`config.mk`:
```
export PLATFORM = sky130hd
export DESIGN_NAME = seq_recon_multiplier_8x8
export DESIGN_NICKNAME = d
export VERILOG_FILES = /design/src/rtl/seq_recon_multiplier_8x8.sv
export SDC_FILE = /design/constraint.sdc
export NUM_CORES = 1
export LEC_CHECK = 0
export BUFFER_PORTS_ARGS = -buffer_cell sky130_fd_sc_hd__clkbuf_2
export CORE_AREA = 2 2 86 71
export DETAILED_ROUTE_END_ITERATION = 6
export DIE_AREA = 0 0 88 73
export PLACE_DENSITY = 0.95
export SYNTH_ARGS = -nofsm -noshare
export SYNTH_HDL_FRONTEND = slang
export SYNTH_SLANG_ARGS = --single-unit
```
`constraint.sdc`:
```
create_clock -name clk -period 11.65 [get_ports clk]
set_clock_uncertainty 0.05 [all_clocks]
set_input_delay 1.165 -clock clk [delete_from_list [all_inputs] [get_ports clk]]
set_output_delay 1.165 -clock clk [all_outputs]
set_load 0.005 [all_outputs]
```
`src/rtl/seq_recon_multiplier_8x8.sv`:
```
// seq_recon_multiplier_8x8
//
// Sequential shift-add multiplier that rebuilds a 16-bit dividend from an
// 8-bit quotient, divisor and remainder: n = q*d + r. One multiplier bit is
// consumed per cycle, LSB first, so every operation takes a fixed 8 RUN cycles.
// The lowest APPROX_COLS accumulator columns can use an approximate lower-OR
// adder cell (sum = a | b, no carry chain between those columns).
//
// Ports:
//   clk        clock
//   rst        synchronous active-high reset
//   q          quotient / multiplier operand, captured on input handshake
//   d          divisor / multiplicand, captured on input handshake
//   r          remainder, initial accumulator value (zero-extended)
//   in_valid   operands valid
//   in_ready   block can accept operands (forced low while rst is high)
//   n          reconstructed dividend, held until the next result is loaded
//   out_valid  n is valid
//   out_ready  consumer accepts n
module seq_recon_multiplier_8x8 #(
  parameter int unsigned APPROX_COLS = 0
) (
  input  logic        clk,
  input  logic        rst,
  input  logic [7:0]  q,
  input  logic [7:0]  d,
  input  logic [7:0]  r,
  input  logic        in_valid,
  output logic        in_ready,
  output logic [15:0] n,
  output logic        out_valid,
  input  logic        out_ready
);

  typedef enum logic [1:0] {StIdle, StRun, StDone} state_e;

  state_e      state;
  logic [7:0]  q_reg;
  logic [7:0]  d_reg;
  logic [15:0] acc;
  logic [2:0]  cnt;
  logic [15:0] addend;
  logic [15:0] sum;
  logic        add_en;
  logic        carry;

  assign add_en = q_reg[cnt];
  assign addend = {8'h00, d_reg} << cnt;

  // Combinational reset gate keeps in_ready low during the whole reset window.
  assign in_ready = (state == StIdle) && !rst;

  // 16-bit adder: approximate lower-OR columns below APPROX_COLS, exact full
  // adders above. Carry into the first exact column is a&b of the top
  // approximate column; carry out of bit 15 is dropped.
  always_comb begin
    sum   = '0;
    carry = 1'b0;
    for (int unsigned i = 0; i < 16; i++) begin
      if (i < APPROX_COLS) begin
        sum[i] = acc[i] | addend[i];
        carry  = acc[i] & addend[i];
      end else begin
        sum[i] = acc[i] ^ addend[i] ^ carry;
        carry  = (acc[i] & addend[i]) | (carry & (acc[i] ^ addend[i]));
      end
    end
  end

  always_ff @(posedge clk) begin
    if (rst) begin
      state     <= StIdle;
      q_reg     <= '0;
      d_reg     <= '0;
      acc       <= '0;
      cnt       <= '0;
      n         <= '0;
      out_valid <= 1'b0;
    end else begin
      unique case (state)
        StIdle: begin
          if (in_valid) begin
            q_reg <= q;
            d_reg <= d;
            acc   <= {8'h00, r};
            cnt   <= '0;
            state <= StRun;
          end
        end
        StRun: begin
          if (add_en) begin
            acc <= sum;
          end
          cnt <= cnt + 3'd1;
          if (cnt == 3'd7) begin
            n         <= add_en ? sum : acc;
            out_valid <= 1'b1;
            state     <= StDone;
          end
        end
        StDone: begin
          if (out_ready) begin
            out_valid <= 1'b0;
            state     <= StIdle;
          end
        end
        default: begin
          out_valid <= 1'b0;
          state     <= StIdle;
        end
      endcase
    end
  end

endmodule
```
# Yosys cells after proc, flatten, opt, wreduce, memory -nomap -nowiden
# Index checks and enable logic that the tools add are counted.
# word_totals
out_inout_bits	18
rom_bits	0
input_bits	28
mem_bits_rw	0
latch_bits	0
register_bits	54
n_memories	0
# classes
mul	0
magnitude_cmp	1
n_reduce_logical	9
n_eq_ne	6
bitwise	75
div_mod_pow	0
n_mux	14
n_addsub	1
n_shift	1
# op_table
cell	count
16-bit two-way mux	2
16-bit one-hot mux with 2 select lines	1
1-bit bitwise XOR	31
1-bit AND	29
8-bit by 3-bit << shifter with 16-bit output	1
1-bit OR	14
2-bit two-way mux	3
2-bit != test (second input constant)	3
2-bit one-hot mux with 3 select lines	1
3-bit one-hot mux with 2 select lines	1
2-bit AND reduction	3
3-bit AND reduction	2
3-bit by 4-bit < comparator with 1-bit output (second input constant)	1
3-bit by 1-bit adder with 3-bit output (second input constant)	1
1-bit binary-select mux with 3-bit select	1
3-bit equality test (second input constant)	1
1-bit two-way mux	3
3-bit two-way mux	1
1-bit one-hot mux with 3 select lines	1
2-bit by 1-bit equality test with 1-bit output (second input constant)	1
2-bit equality test (second input constant)	1
2-bit zero test	1
2-bit nonzero test	1
1-bit logical AND	1
other kinds (2)	2

# Longest topological paths before layout
# logic_depth
depth_word	33
ltp_mapped	27
mapped_depth_nobuf	25

# Least setup slack after synthesis
# No wires, ideal clock.
# synth_path
path_kind	reg2reg
start	register cnt[0]
end	register acc[14]
t_required_ps	11507
arrival_ps	6622
path_stages_with_launch	28
setup_ps	93
n_path_buf	2
setup_slack_ps	4885
path_cell_list	dfxtp_1 -> clkbuf_1 -> clkbuf_1 -> nor4b_1 -> ha_1 -> inv_1 -> fa_1 -> fa_1 -> inv_1 -> fa_1 -> inv_1 -> fa_1 -> fa_1 -> inv_1 -> fa_1 -> fa_1 -> inv_1 -> fa_1 -> fa_1 -> fa_1 -> fa_1 -> fa_1 -> inv_1 -> fa_1 -> inv_1 -> fa_1 -> or4_1 -> o311ai_2
# synth_between
elab_chain_cells	31
word_cells_on_any_way	60
classes_between	shift (1); mux (4); bitwise (55)
# synth_rtl
element	line_no	source
from (decl)	41	logic [2:0] cnt;
from (signal assigned)	94	cnt <= cnt + 3'd1;
8-bit by 3-bit << shifter with 16-bit output	48	assign addend = {8'h00, d_reg} << cnt;
1-bit AND or 1-bit bitwise XOR (tied branches)	65	carry = (acc[i] & addend[i]) | (carry & (acc[i] ^ addend[i]));
1-bit AND	65	
1-bit OR	65	
1-bit AND	65	
1-bit OR	65	
1-bit AND	65	
1-bit OR	65	
(+15 left out)	-	
1-bit OR	65	
1-bit AND	65	
1-bit OR	65	
1-bit AND	65	
1-bit OR	65	
1-bit bitwise XOR	64	sum[i] = acc[i] ^ addend[i] ^ carry;
16-bit two-way mux (*)	91	if (add_en) begin
16-bit one-hot mux with 2 select lines (*)	80	unique case (state)
to (signal assigned)	85	acc <= {8'h00, r};
to (signal assigned)	92	acc <= sum;
to (decl)	40	logic [15:0] acc;
# Mark *: on every way between the ends. The rest lies on a longest branch, timed or not. The select of a mux whose other input is x is not followed.
# A chain may end at the register's enable or synchronous reset.

# Final worst setup path
# Ends and elaborated chain as after synthesis.

==> flow_metrics.env <==
export IMPL_grt_max_degree=83
export IMPL_vias_per_cell=5.88
export IMPL_ys_top_cells_by_area="dfxtp_1 32%, fa_1 8.3%, o311ai_2 8.2%"
export IMPL_final_setup_tns_ns=0
export IMPL_antenna_found_initial=0
export IMPL_yosys_warnings=0
export IMPL_crit_path_cell_trace="mux2i_1 > or3_1 > fa_1 > fa_1 > inv_1 > fa_1 > inv_1 > fa_1 > fa_1 > inv_1 > fa_1 > fa_1 > inv_1 > fa_1 > fa_1 > fa_1 > fa_1 > fa_1 > inv_1 > fa_1 > inv_1 > fa_1 > or4_1 > o311ai_2"
export IMPL_post_route_min_period_ns=7.28
export IMPL_ctsResizeCount=0
export IMPL_comb_power_share_pct=13.8
export IMPL_ioPinCount=46
export IMPL_dp_slack_ns=4.48
export IMPL_synth_edf_count=0
export IMPL_area_growth_pct=9.81
export IMPL_synthesis_area_um2=3370
export IMPL_grt_overflow=0
export IMPL_synthMuxAreaShare_pct=8.84
export IMPL_switching_power_w=0.000105
export IMPL_peakVddDrop_mv=0.0637
export IMPL_synthesis_nets=420
export IMPL_critical_path_class="flop to flop"
export IMPL_routed_wl_um=7360
export IMPL_post_dp_hpwl_um=4900
export IMPL_max_freq_mhz=137
export IMPL_chipWidth_um=88
export IMPL_drcViolationCount=0
export IMPL_syn_avg_cell_area_um2=8.98
export IMPL_final_nets=440
export IMPL_p_per_area_nw_per_um2=111
export IMPL_insertion_delay_ns=0.31
export IMPL_timing_final_max_slew_violations=0
export IMPL_status="finished, final reports clean"
export IMPL_cap_violations=0
export IMPL_grt_pass1_vias=2560
export IMPL_synth_top_family_by_area="simple AND/OR/NAND/NOR gates"
export IMPL_path_buf_inv=6
export IMPL_p_int_w=0.000305
export IMPL_synthSimpleGateAreaFrac_pct=24.5
export IMPL_setup_viol=0
export IMPL_cts_tree="done"
export IMPL_core_um2=5660
export IMPL_wl_per_cell_um=15.4
export IMPL_root_buffer="clkbuf_8"
export IMPL_synthFlopType="dfxtp_1"
export IMPL_required_ns=11.82
export IMPL_start_util_pct=59.5
export IMPL_clkPwrFrac_pct=37.7
export IMPL_dpl_instance_area_um2=3550
export IMPL_period_share_pct=62.5
export IMPL_p_seq_share_pct=48.5
export IMPL_via_count=2803
export IMPL_drt_first_pass_iters=5
export IMPL_slowest_stage="dfxtp_1"
export IMPL_layout_cells_non_filler=477
export IMPL_cts_setup_buffers=0
export IMPL_finalHoldViolCount=0
export IMPL_cp_max_fo=24
export IMPL_crit_top_cell="fa_1"
export IMPL_die_area_um2=6420
export IMPL_drtIter0Drc=182
export IMPL_synth_top_area_cell="dfxtp_1"
export IMPL_synthArstFlopShare_pct=0
export IMPL_worst_slack_ns=4.37
export IMPL_synth_distinct_cells=41
export IMPL_drive_above_1_share_pct=21.5
export IMPL_die_height_um=73
export IMPL_synth_top_cell_area_share_pct=32.1
export IMPL_dpl_cell_count=469
export IMPL_io_buffers=45
export IMPL_slowest_delay_ns=0.89
export IMPL_worst_slew_margin_rel_pct=23.8
export IMPL_cts_htree_levels=2
export IMPL_grt_pass1_wl_um=12100
export IMPL_synth_compound_area_share_pct=18.0
export IMPL_ys_ff_latch=54
export IMPL_worstPathArrival_ns=7.45
export IMPL_hold_buffers=0
export IMPL_path_delay_family="adder cells"
export IMPL_cts_sinks=54
export IMPL_yosys_area_share_adder_pct=9.44
export IMPL_diodes=0
export IMPL_p_leak_nw=1.26
export IMPL_worst_pin_slew_ns=1.14
export IMPL_grt_usage_pct=23.9
export IMPL_endpoint_kind="flop"
export IMPL_swShare_pct=25.7
export IMPL_synth_xor_area_share_pct=0
export IMPL_numCtsBuffers=5
export IMPL_start_kind="flop"
export IMPL_reg_top3="acc (16), n (16)"
export IMPL_fin_area_um2=3700
export IMPL_place_gp_congestion=0.909
export IMPL_rsz0062_at_grt="false"
export IMPL_min_path_type="flop to flop"
export IMPL_cts_path_max_buffers=2
export IMPL_ys_seq_area_share_pct=32.1
export IMPL_netlist_instances=375
export IMPL_drtAntennaViolNets=0
export IMPL_clk_pin_slew_worst_paths_ns=0.10
export IMPL_core_rowCount=25
==> worst min-delay path: stages, from the launching register on <==
cell and delay [ns]:
dfxtp_1 0.32, nand2_1 0.05, a21oi_1 0.05
==> routing by layer <==
layer,vias to the layer above,routed length (µm),global-route usage (%)
met1,1326,3430,33.5
met4,0,76,6.32
li1,1372,-,-
met3,8,391,3.96
met5,-,0,0
met2,97,3450,38.3
==> per-stage QoR <==
stage	utilization (%)	hold slack [ns]	total power (W)
global placement	62.8	0.394	0.000256
global route	65.3	0.429	0.000425
floorplan	-	0.383	0.000244
CTS	65.3	0.412	0.000411
detailed placement	62.8	0.398	0.000258
finish	65.3	0.410	0.000410
==> placed cells by master (no fill, tap or decap), drive strengths merged, types with 3 or more instances in the layout <==
cell,synthesis,final
mux2i,20,20
a21oi,29,29
nand4b,7,7
ha,3,3
o21ai,6,6
inv,18,18
nand3,14,14
a211oi,6,6
clkbuf,20,51
a311o,3,3
buf,16,4
nand3b,12,12
nor3,5,5
o311ai,18,18
o211ai,5,5
or3,10,10
or4,10,10
mux2,4,4
dfxtp,54,54
nand2,49,49
fa,14,14
and3,3,3
nor2,22,22
nand2b,14,14
==> final cells by class <==
type / count / area (µm²)
clock inverters: 2 / 60.1
inverters: 18 / 67.6
multi-input cells: 267 / 2050
repair buffers: 49 / 255
well taps: 81 / 101
clock buffers: 6 / 82.6
fillers: 442 / 1960
flip-flops and latches: 54 / 1080
==> kinds of logic (layout without fill, tap and decap cells) <==
group,Yosys count,in the layout
adders and majority gates,17,17
AOI/OAI and AO/OA,71,71
buffers and inverters,54,75
DFF,54,54
and+or+nand+nor,153,153
muxes,26,26
==> synthesized netlist by cell type, types with 2 or more instances <==
master / count
buf_1: 5
nor2_1: 22
nor3b_1: 2
and3_1: 3
a211oi_1: 6
clkbuf_1: 20
a21oi_1: 29
a311o_1: 3
buf_6: 4
mux2i_1: 19
nor3_2: 3
or3_1: 10
inv_1: 18
nand4b_1: 7
nand3_1: 14
o311ai_2: 17
nor2b_1: 2
o21ai_0: 5
ha_1: 3
o211ai_1: 5
mux2_2: 3
mux4_2: 2
buf_2: 7
or4_1: 10
nand2b_1: 14
nand2_1: 49
fa_1: 14
dfxtp_1: 54
nand3b_1: 12
nor3_1: 2
==> worst paths after layout <==
check | cells after the start | to | start | slack, ns
setup / recovery | 24 | acc[14] | cnt[0] | 4.37
hold reg to reg | 2 | q_reg[0] | q_reg[0] | 0.41
setup reg to reg | 24 | acc[14] | cnt[0] | 4.37
hold / removal | 2 | q_reg[0] | q_reg[0] | 0.41
==> power by group through the flow <==
| stage | Clock (W) | Combinational [W] | Sequential (W) |
|---|---|---|---|
| 6_report | 0.000155 | 0.0000566 | 0.000198 |
| 5_1_grt | 0.000163 | 0.0000624 | 0.000200 |
| 4_1_cts | 0.000157 | 0.0000563 | 0.000198 |
| 3_5_place_dp | 0 | 0.0000558 | 0.000203 |
| 3_3_place_gp | 0 | 0.0000540 | 0.000202 |
| 2_1_floorplan | 0 | 0.0000457 | 0.000199 |
Power figures use the tool's default switching activity.
